`config.mk`:
```
export PLATFORM = sky130hd
export DESIGN_NAME = ifetch_prefetch_queue
export DESIGN_NICKNAME = d
export VERILOG_FILES = /design/src/rtl/ifetch_prefetch_queue.sv
export SDC_FILE = /design/constraint.sdc
export NUM_CORES = 1
export LEC_CHECK = 0
export CAP_MARGIN = 40
export CORE_MARGIN = 3
export CORE_UTILIZATION = 50
export CTS_CLUSTER_DIAMETER = 100
export DETAILED_ROUTE_END_ITERATION = 8
export GPL_ROUTABILITY_DRIVEN = 0
export PLACE_DENSITY = 0.75
export SETUP_SLACK_MARGIN = 0.1
export SYNTH_ARGS = -nofsm -noshare
export SYNTH_HDL_FRONTEND = slang
export SYNTH_SLANG_ARGS = --single-unit
```
`constraint.sdc`:
```
create_clock -name clk -period 4.63 [get_ports clk]
set_input_delay 0.463 -clock clk [delete_from_list [all_inputs] [get_ports clk]]
set_output_delay 0.463 -clock clk [all_outputs]
set_load 0.02 [all_outputs]
```
`src/rtl/ifetch_prefetch_queue.sv`:
```
// Instruction prefetch queue between the core fetch port and the instruction bus.
// Sequential words ahead of the fetch PC are held in a PC-tagged FIFO. A fetch
// that matches the head is answered combinationally. A fetch that does not match
// discards the queue and restarts prefetch at the new PC. If the queue is empty
// and the word for the fetch PC is already being fetched, the request waits.
module ifetch_prefetch_queue #(
  parameter int DEPTH = 4,
  parameter int AW    = 64
) (
  input  logic          clk,
  input  logic          reset,
  input  logic          c_req_valid,
  input  logic [AW-1:0] c_req_addr,
  output logic          c_addr_ok,
  output logic          c_data_ok,
  output logic [31:0]   c_data,
  input  logic          flush,
  output logic          b_req_valid,
  output logic [AW-1:0] b_req_addr,
  input  logic          b_addr_ok,
  input  logic          b_data_ok,
  input  logic [31:0]   b_data
);

  localparam int PW = $clog2(DEPTH);
  localparam int CW = $clog2(DEPTH + 1);

  typedef enum logic [1:0] {
    IDLE = 2'd0,
    REQ  = 2'd1,
    WAIT = 2'd2,
    DROP = 2'd3
  } state_t;

  state_t          state_r, state_s;
  logic [AW-1:0]   tag_r  [DEPTH];
  logic [31:0]     word_r [DEPTH];
  logic [PW-1:0]   head_r, tail_r;
  logic [CW-1:0]   count_r, count_s;
  logic [AW-1:0]   pf_addr_r;
  logic            pf_en_r;

  logic            head_match_s, pop_s, pending_s, redirect_s, clear_s, push_s, room_s;

  // Classify this cycle's fetch: hit, waiting on the word in flight, or redirect
  always_comb begin
    head_match_s = 1'b0;
    pending_s    = 1'b0;
    if (c_req_valid && (count_r != '0)) begin
      head_match_s = (tag_r[head_r] == c_req_addr);
    end else begin
      head_match_s = 1'b0;
    end
    if (c_req_valid && (count_r == '0) && pf_en_r && (state_r != IDLE)) begin
      pending_s = (c_req_addr == pf_addr_r);
    end else begin
      pending_s = 1'b0;
    end
    pop_s      = head_match_s && !flush;
    redirect_s = c_req_valid && !flush && !head_match_s && !pending_s;
    clear_s    = flush || redirect_s;
    push_s     = (state_r == WAIT) && b_data_ok && !clear_s;
  end

  // Occupancy after this cycle's push/pop, and whether room remains
  always_comb begin
    count_s = count_r;
    if (push_s && !pop_s) begin
      count_s = count_r + CW'(1);
    end else if (pop_s && !push_s) begin
      count_s = count_r - CW'(1);
    end else begin
      count_s = count_r;
    end
    room_s = (count_s < CW'(DEPTH));
  end

  // Core and bus outputs; everything is zero unless actively valid
  always_comb begin
    c_addr_ok   = pop_s;
    c_data_ok   = pop_s;
    c_data      = 32'd0;
    b_req_valid = (state_r == REQ);
    b_req_addr  = '0;
    if (pop_s) begin
      c_data = word_r[head_r];
    end else begin
      c_data = 32'd0;
    end
    if (state_r == REQ) begin
      b_req_addr = pf_addr_r;
    end else begin
      b_req_addr = '0;
    end
  end

  // Bus FSM next state; flush first, then redirect, then normal prefetch
  always_comb begin
    state_s = state_r;
    case (state_r)
      IDLE: begin
        if (flush) begin
          state_s = IDLE;
        end else if (redirect_s) begin
          state_s = REQ;
        end else if (pf_en_r && (count_r < CW'(DEPTH))) begin
          state_s = REQ;
        end else begin
          state_s = IDLE;
        end
      end
      REQ: begin
        if (flush) begin
          state_s = b_addr_ok ? DROP : IDLE;
        end else if (redirect_s) begin
          state_s = b_addr_ok ? DROP : REQ;
        end else if (b_addr_ok) begin
          state_s = WAIT;
        end else begin
          state_s = REQ;
        end
      end
      WAIT: begin
        if (flush) begin
          state_s = b_data_ok ? IDLE : DROP;
        end else if (redirect_s) begin
          state_s = b_data_ok ? REQ : DROP;
        end else if (b_data_ok) begin
          state_s = room_s ? REQ : IDLE;
        end else begin
          state_s = WAIT;
        end
      end
      DROP: begin
        if (!b_data_ok) begin
          state_s = DROP;
        end else if (flush) begin
          state_s = IDLE;
        end else if (redirect_s || pf_en_r) begin
          state_s = REQ;
        end else begin
          state_s = IDLE;
        end
      end
      default: state_s = IDLE;
    endcase
  end

  // FSM state, prefetch enable and prefetch address registers
  always_ff @(posedge clk or negedge reset) begin
    if (!reset) begin
      state_r   <= IDLE;
      pf_en_r   <= 1'b0;
      pf_addr_r <= '0;
    end else begin
      state_r <= state_s;
      if (flush) begin
        pf_en_r <= 1'b0;
      end else if (c_req_valid) begin
        pf_en_r <= 1'b1;
      end else begin
        pf_en_r <= pf_en_r;
      end
      if (redirect_s) begin
        pf_addr_r <= c_req_addr;
      end else if (push_s) begin
        pf_addr_r <= pf_addr_r + AW'(4);
      end else begin
        pf_addr_r <= pf_addr_r;
      end
    end
  end

  // Queue pointers and occupancy; flush or redirect empties the queue
  always_ff @(posedge clk or negedge reset) begin
    if (!reset) begin
      head_r  <= '0;
      tail_r  <= '0;
      count_r <= '0;
    end else if (clear_s) begin
      head_r  <= '0;
      tail_r  <= '0;
      count_r <= '0;
    end else begin
      if (push_s) begin
        tail_r <= tail_r + PW'(1);
      end else begin
        tail_r <= tail_r;
      end
      if (pop_s) begin
        head_r <= head_r + PW'(1);
      end else begin
        head_r <= head_r;
      end
      count_r <= count_s;
    end
  end

  // Entry storage: tag is the word's fetch address
  always_ff @(posedge clk or negedge reset) begin
    if (!reset) begin
      for (int i = 0; i < DEPTH; i++) begin
        tag_r[i]  <= '0;
        word_r[i] <= 32'd0;
      end
    end else if (push_s) begin
      tag_r[tail_r]  <= pf_addr_r;
      word_r[tail_r] <= b_data;
    end else begin
      tag_r[tail_r]  <= tag_r[tail_r];
      word_r[tail_r] <= word_r[tail_r];
    end
  end

endmodule
```
==> impl_results.html <==
<table>
<tr><th>Metric</th><th>Value</th></tr>
<tr><th colspan="2">Status</th></tr>
<tr><td>Status</td><td>completed</td></tr>
<tr><th colspan="2">Logic synthesis</th></tr>
<tr><td>Flop and latch count out of synthesis</td><td>about 460</td></tr>
<tr><td>Main synth FF type</td><td>sky130_fd_sc_hd__dfrtp_1</td></tr>
<tr><td>Dominant cell by count in the synthesized netlist</td><td>sky130_fd_sc_hd__nor2_1</td></tr>
<tr><td>Fraction of synthesized cell area taken by the top area cell type</td><td>44.6%</td></tr>
<tr><td>Number of synthesis warnings</td><td>0</td></tr>
<tr><td>Sequential share of the synthesized area</td><td>44.6%</td></tr>
<tr><td>Most frequent cells after synthesis</td><td>sky130_fd_sc_hd__nor2_1 (476), sky130_fd_sc_hd__dfrtp_1 (458), sky130_fd_sc_hd__a21oi_1 (439)</td></tr>
<tr><td>Average size of a mapped cell</td><td>~10 um^2</td></tr>
<tr><td>Top area cells in the synthesized netlist</td><td>sky130_fd_sc_hd__dfrtp_1 (45%), sky130_fd_sc_hd__mux4_2 (14%), sky130_fd_sc_hd__a21oi_1 (8.6%), sky130_fd_sc_hd__nor2_1 (7.0%), sky130_fd_sc_hd__mux2i_1 (6.1%)</td></tr>
<tr><td>Async SR Flop Fraction</td><td>100%</td></tr>
<tr><td>Post-Synthesis Cells</td><td>2,496</td></tr>
<tr><td>Largest area contributor in the netlist</td><td>sky130_fd_sc_hd__dfrtp_1</td></tr>
<tr><td>Cell area after synthesis</td><td>25,700 um^2</td></tr>
<tr><td>Number of unique standard cell types used by synthesis</td><td>61</td></tr>
<tr><td>Number of nets produced by synthesis</td><td>2,606</td></tr>
<tr><td>Count of flip-flops with a built-in enable after synthesis</td><td>0</td></tr>
<tr><th colspan="2">Global route</th></tr>
<tr><td>Layer with the highest usage after global routing</td><td>met2</td></tr>
<tr><td>Global Route met2 Usage</td><td>46.2%</td></tr>
<tr><td>Initial antenna violation count</td><td>3</td></tr>
<tr><td>Maximum number of pins on one net before global-route repair</td><td>roughly 120</td></tr>
<tr><td>First-pass GRT wire length</td><td>between 100,000 and 150,000 um</td></tr>
<tr><td>Global Route met3 Usage</td><td>8.75%</td></tr>
<tr><td>Overall track demand over capacity in global routing</td><td>roughly 30%</td></tr>
<tr><td>Vias in the first global route</td><td>21.4k</td></tr>
<tr><td>Met1 layer usage reported by global route</td><td>40.6%</td></tr>
<tr><td>Total congestion overflow after global routing</td><td>0</td></tr>
<tr><th colspan="2">Setup path</th></tr>
<tr><td>Worst Path Buf+Inv</td><td>4</td></tr>
<tr><td>Kind of cell adding the most delay to the critical path</td><td>simple AND/OR/NAND/NOR gates</td></tr>
<tr><td>Critical path required time</td><td>4170 ps</td></tr>
<tr><td>Max stage delay on crit path</td><td>530 ps</td></tr>
<tr><td>Type of the setup path with the least slack</td><td>flip-flop to output port</td></tr>
<tr><td>Crit path cell chain</td><td>buf_16 -&gt; buf_6 -&gt; mux2_2 -&gt; a222oi_1 -&gt; nand4_1 -&gt; nor4_1 -&gt; nand4_1 -&gt; nor3_4 -&gt; nand2b_1 -&gt; buf_12 -&gt; nor2b_1 -&gt; clkbuf_2</td></tr>
<tr><td>Category of the worst setup path launch point</td><td>flip-flop</td></tr>
<tr><td>CP most frequent cell</td><td>sky130_fd_sc_hd__nand4_1</td></tr>
<tr><td>Largest fanout on the critical path</td><td>33</td></tr>
<tr><td>CP Capture Type</td><td>output port</td></tr>
<tr><td>WP data arrival</td><td>4010 ps</td></tr>
<tr><td>Crit-path slowest cell</td><td>sky130_fd_sc_hd__dfrtp_4</td></tr>
<tr><th colspan="2">Timing</th></tr>
<tr><td>RSZ-0062 raised after global routing</td><td>yes</td></tr>
<tr><td>Share of the cycle needed by the critical path after routing</td><td>between 90% and 100%</td></tr>
<tr><td>Final period demand of the worst path</td><td>4480 ps</td></tr>
<tr><td>Slew Viols, Final</td><td>0</td></tr>
<tr><td>Worst clock skew</td><td>25.8 ps</td></tr>
<tr><td>Final setup violation count</td><td>0</td></tr>
<tr><td>Fin Hold WS</td><td>about 540 ps</td></tr>
<tr><td>Actual transition at the worst max-transition pin</td><td>931 ps</td></tr>
<tr><td>Sum of negative setup slack</td><td>0 ps</td></tr>
<tr><td>Hold Violations, Final</td><td>0</td></tr>
<tr><td>Max Clk Rate</td><td>0.223 GHz</td></tr>
<tr><td>Headroom to the max-slew limit</td><td>37.9%</td></tr>
<tr><th colspan="2">Clock network</th></tr>
<tr><td>Insertion delay to the later sink of the worst-skew pair</td><td>610 ps</td></tr>
<tr><td>Root buffer selected by CTS</td><td>sky130_fd_sc_hd__clkbuf_16</td></tr>
<tr><td>Number of buffers added by the clock tree synthesis step</td><td>49</td></tr>
<tr><td>Reg clk slew, reported paths</td><td>approximately 60 ps</td></tr>
<tr><td>Sinks on Clock Net</td><td>458</td></tr>
<tr><td>CTS tree</td><td>yes</td></tr>
<tr><td>H-tree lvl count</td><td>2</td></tr>
<tr><td>Clk buf depth</td><td>3</td></tr>
<tr><th colspan="2">Place</th></tr>
<tr><td>Number of input and output port buffers inserted</td><td>200</td></tr>
<tr><td>Total instance count after detailed placement</td><td>around 3.2k</td></tr>
<tr><td>Half-perimeter wire length after detailed placement</td><td>56,500 um</td></tr>
<tr><th colspan="2">Drt</th></tr>
<tr><td>Count of unresolved DRC violations after routing</td><td>0</td></tr>
<tr><td>Detailed-route wire length per cell</td><td>25.0 um</td></tr>
<tr><td>Average vias per placed instance</td><td>6.44</td></tr>
<tr><td>ANT nets after route</td><td>0</td></tr>
<tr><td>Vias after detailed routing</td><td>approximately 22k</td></tr>
<tr><td>Iter 0 DRT Violations</td><td>2,740</td></tr>
<tr><td>Number of iterations in the first detailed-routing pass</td><td>9</td></tr>
<tr><td>Final Routed Wirelength</td><td>83,400 um</td></tr>
<tr><th colspan="2">Final layout</th></tr>
<tr><td>Diodes inserted</td><td>0</td></tr>
<tr><td>Filler cell count</td><td>between 4k and 5k</td></tr>
<tr><td>Cell Count, Final, Fillers Out</td><td>3,341</td></tr>
<tr><td>Ratio of cells with drive above 1 in the final layout</td><td>between 10% and 20%</td></tr>
<tr><td>Area growth from synthesis to layout</td><td>18.2%</td></tr>
<tr><td>Final core area utilization</td><td>between 60% and 70%</td></tr>
<tr><td>Final Net Count</td><td>2,742</td></tr>
<tr><th colspan="2">Floorplan</th></tr>
<tr><td>FP Rows</td><td>82</td></tr>
<tr><td>Core Box Area</td><td>around 50,000 um^2</td></tr>
<tr><td>Area of the die</td><td>54,100 um^2</td></tr>
<tr><td>Overall die height</td><td>233 um</td></tr>
<tr><td>Io pins</td><td>201</td></tr>
<tr><td>Die X-Extent</td><td>233 um</td></tr>
<tr><td>Initial core utilization</td><td>50.9%</td></tr>
<tr><th colspan="2">Pwr</th></tr>
<tr><td>Power, Total</td><td>14.9 mW</td></tr>
<tr><td>Power per standard cell area</td><td>489 nW/um^2</td></tr>
<tr><td>Sw power</td><td>5.34 mW</td></tr>
<tr><td>Part of the power in combinational logic</td><td>34.5%</td></tr>
<tr><td>Internal Pwr Total</td><td>9.52 mW</td></tr>
<tr><td>Clock share of power</td><td>26.9%</td></tr>
<tr><td>Fraction of power spent switching nets</td><td>35.9%</td></tr>
<tr><td>Register share of total power</td><td>38.6%</td></tr>
<tr><td>Worst IR Drop VDD</td><td>0.281 mV</td></tr>
<tr><td>Static leakage power</td><td>10.5 nW</td></tr>
<tr><th colspan="2">Min path</th></tr>
<tr><td>Worst min path class</td><td>flip-flop to flip-flop</td></tr>
<tr><th colspan="2">Run</th></tr>
<tr><td># Max-Cap Violations</td><td>0</td></tr>
</table>
tightest hold or removal path, stage by stage, from the launching register on:
cell and delay, ps:
sky130_fd_sc_hd__dfrtp_1 360, sky130_fd_sc_hd__nor2_1 50, sky130_fd_sc_hd__a21oi_1 100
final timing paths:
kind | depth (start not counted) | startpoint | slack, ps | to
min reg2reg | 2 | word_r[49] | 540 | word_r[49]
min in group asynchronous | 2 | reset | 560 | tag_r[145]
min | 2 | word_r[49] | 540 | word_r[49]
max in group asynchronous | 3 | reset | 2950 | word_r[124]
max | 12 | head_r[1] | 150 | c_data[0]
max reg2reg | 13 | head_r[1] | 290 | tag_r[18]
flip-flops by register name, summed over array words and instances, names as in the netlist:
register,count
tag_r,256
word_r,128
pf_addr_r,64
count_r,3
head_r,2
state_r,2
tail_r,2
pf_en_r,1
kinds of logic (layout without fill, tap and decap cells):
kind of cell / Yosys count / after routing / share of synthesized area (%)
AOI/OAI and AO/OA: 545 / 545 / 11.8
xor gates and xnor gates: 151 / 151 / 5.15
adders and majority gates: 8 / 8 / 0.390
buffers and inverters: 238 / 411 / 3.84
DFF: 458 / 458 / 44.6
muxes: 335 / 335 / 20.9
and+or+nand+nor: 761 / 761 / 13.3
layout make-up:
type	instances	area [um^2]	area share, %
Clock buffer	75	1480	4.89
Clock inverter	13	138	0.453
Inverter	43	165	0.544
Multi-Input combinational cell	1800	13500	44.4
Sequential cell	458	11500	37.8
Tap cell	672	841	2.77
Timing Repair Buffer	280	2790	9.18
power groups by stage:
stage | sequential [mW] | combinational (mW) | clock, mW
after floorplan | 5.37 | 3.42 | 0
after global placement | 5.68 | 4.76 | 0
after detailed placement | 5.74 | 4.95 | 0
after CTS | 5.69 | 5.03 | 4.03
after global routing | 5.82 | 5.50 | 4.19
final | 5.74 | 5.13 | 3.99
through the flow:
step                      setup slack (ps)  instance area, um^2
after global routing                 -31.2                30400
after global placement                 156                28400
after detailed placement              82.4                28500
after CTS                             75.3                30400
final                                  152                30400
after floorplan                        893                25700
layer usage:
metal,vias to the layer above,part of all wire [%]
met5,-,0.032
met2,1358,45
met1,10700,37
li1,9152,-
met3,335,12
met4,4,5.9
repair_timing:
action,in CTS,in global routing
setup buffers,7,0
gates resized for setup,67,112
setup endpoints to repair,34,34
pin swaps,1,4
cloned,2,0
hold endpoints to repair,8,0
hold buffers,1,0
cell usage in the layout (no fill, tap or decap), drive strengths merged, types with 3 or more instances in the layout:
master         instances
nor4                  20
nand2b                17
buf                  102
and4                   5
mux2                  20
ha                     8
a2bb2oi                3
o2bb2ai                7
and2                  71
nand4                 22
a211oi                 6
a222oi                 3
nor3                  11
xnor2                 85
mux2i                157
or3                    3
mux4                 158
o21ai                 20
nand2                 44
and3                  10
a21oi                439
o221ai                 5
a22oi                  3
nor2b                 44
clkdlybuf4s50        165
a2111oi                7
dfrtp                458
clkbuf                85
o2111ai                5
nor2                 476
clkinv                 8
nand3                 33
inv                   45
o31ai                  5
a221oi                 5
o22ai                 14
xor2                  66
a2111o                 3
Note: power is estimated with default switching activity, not from simulation.
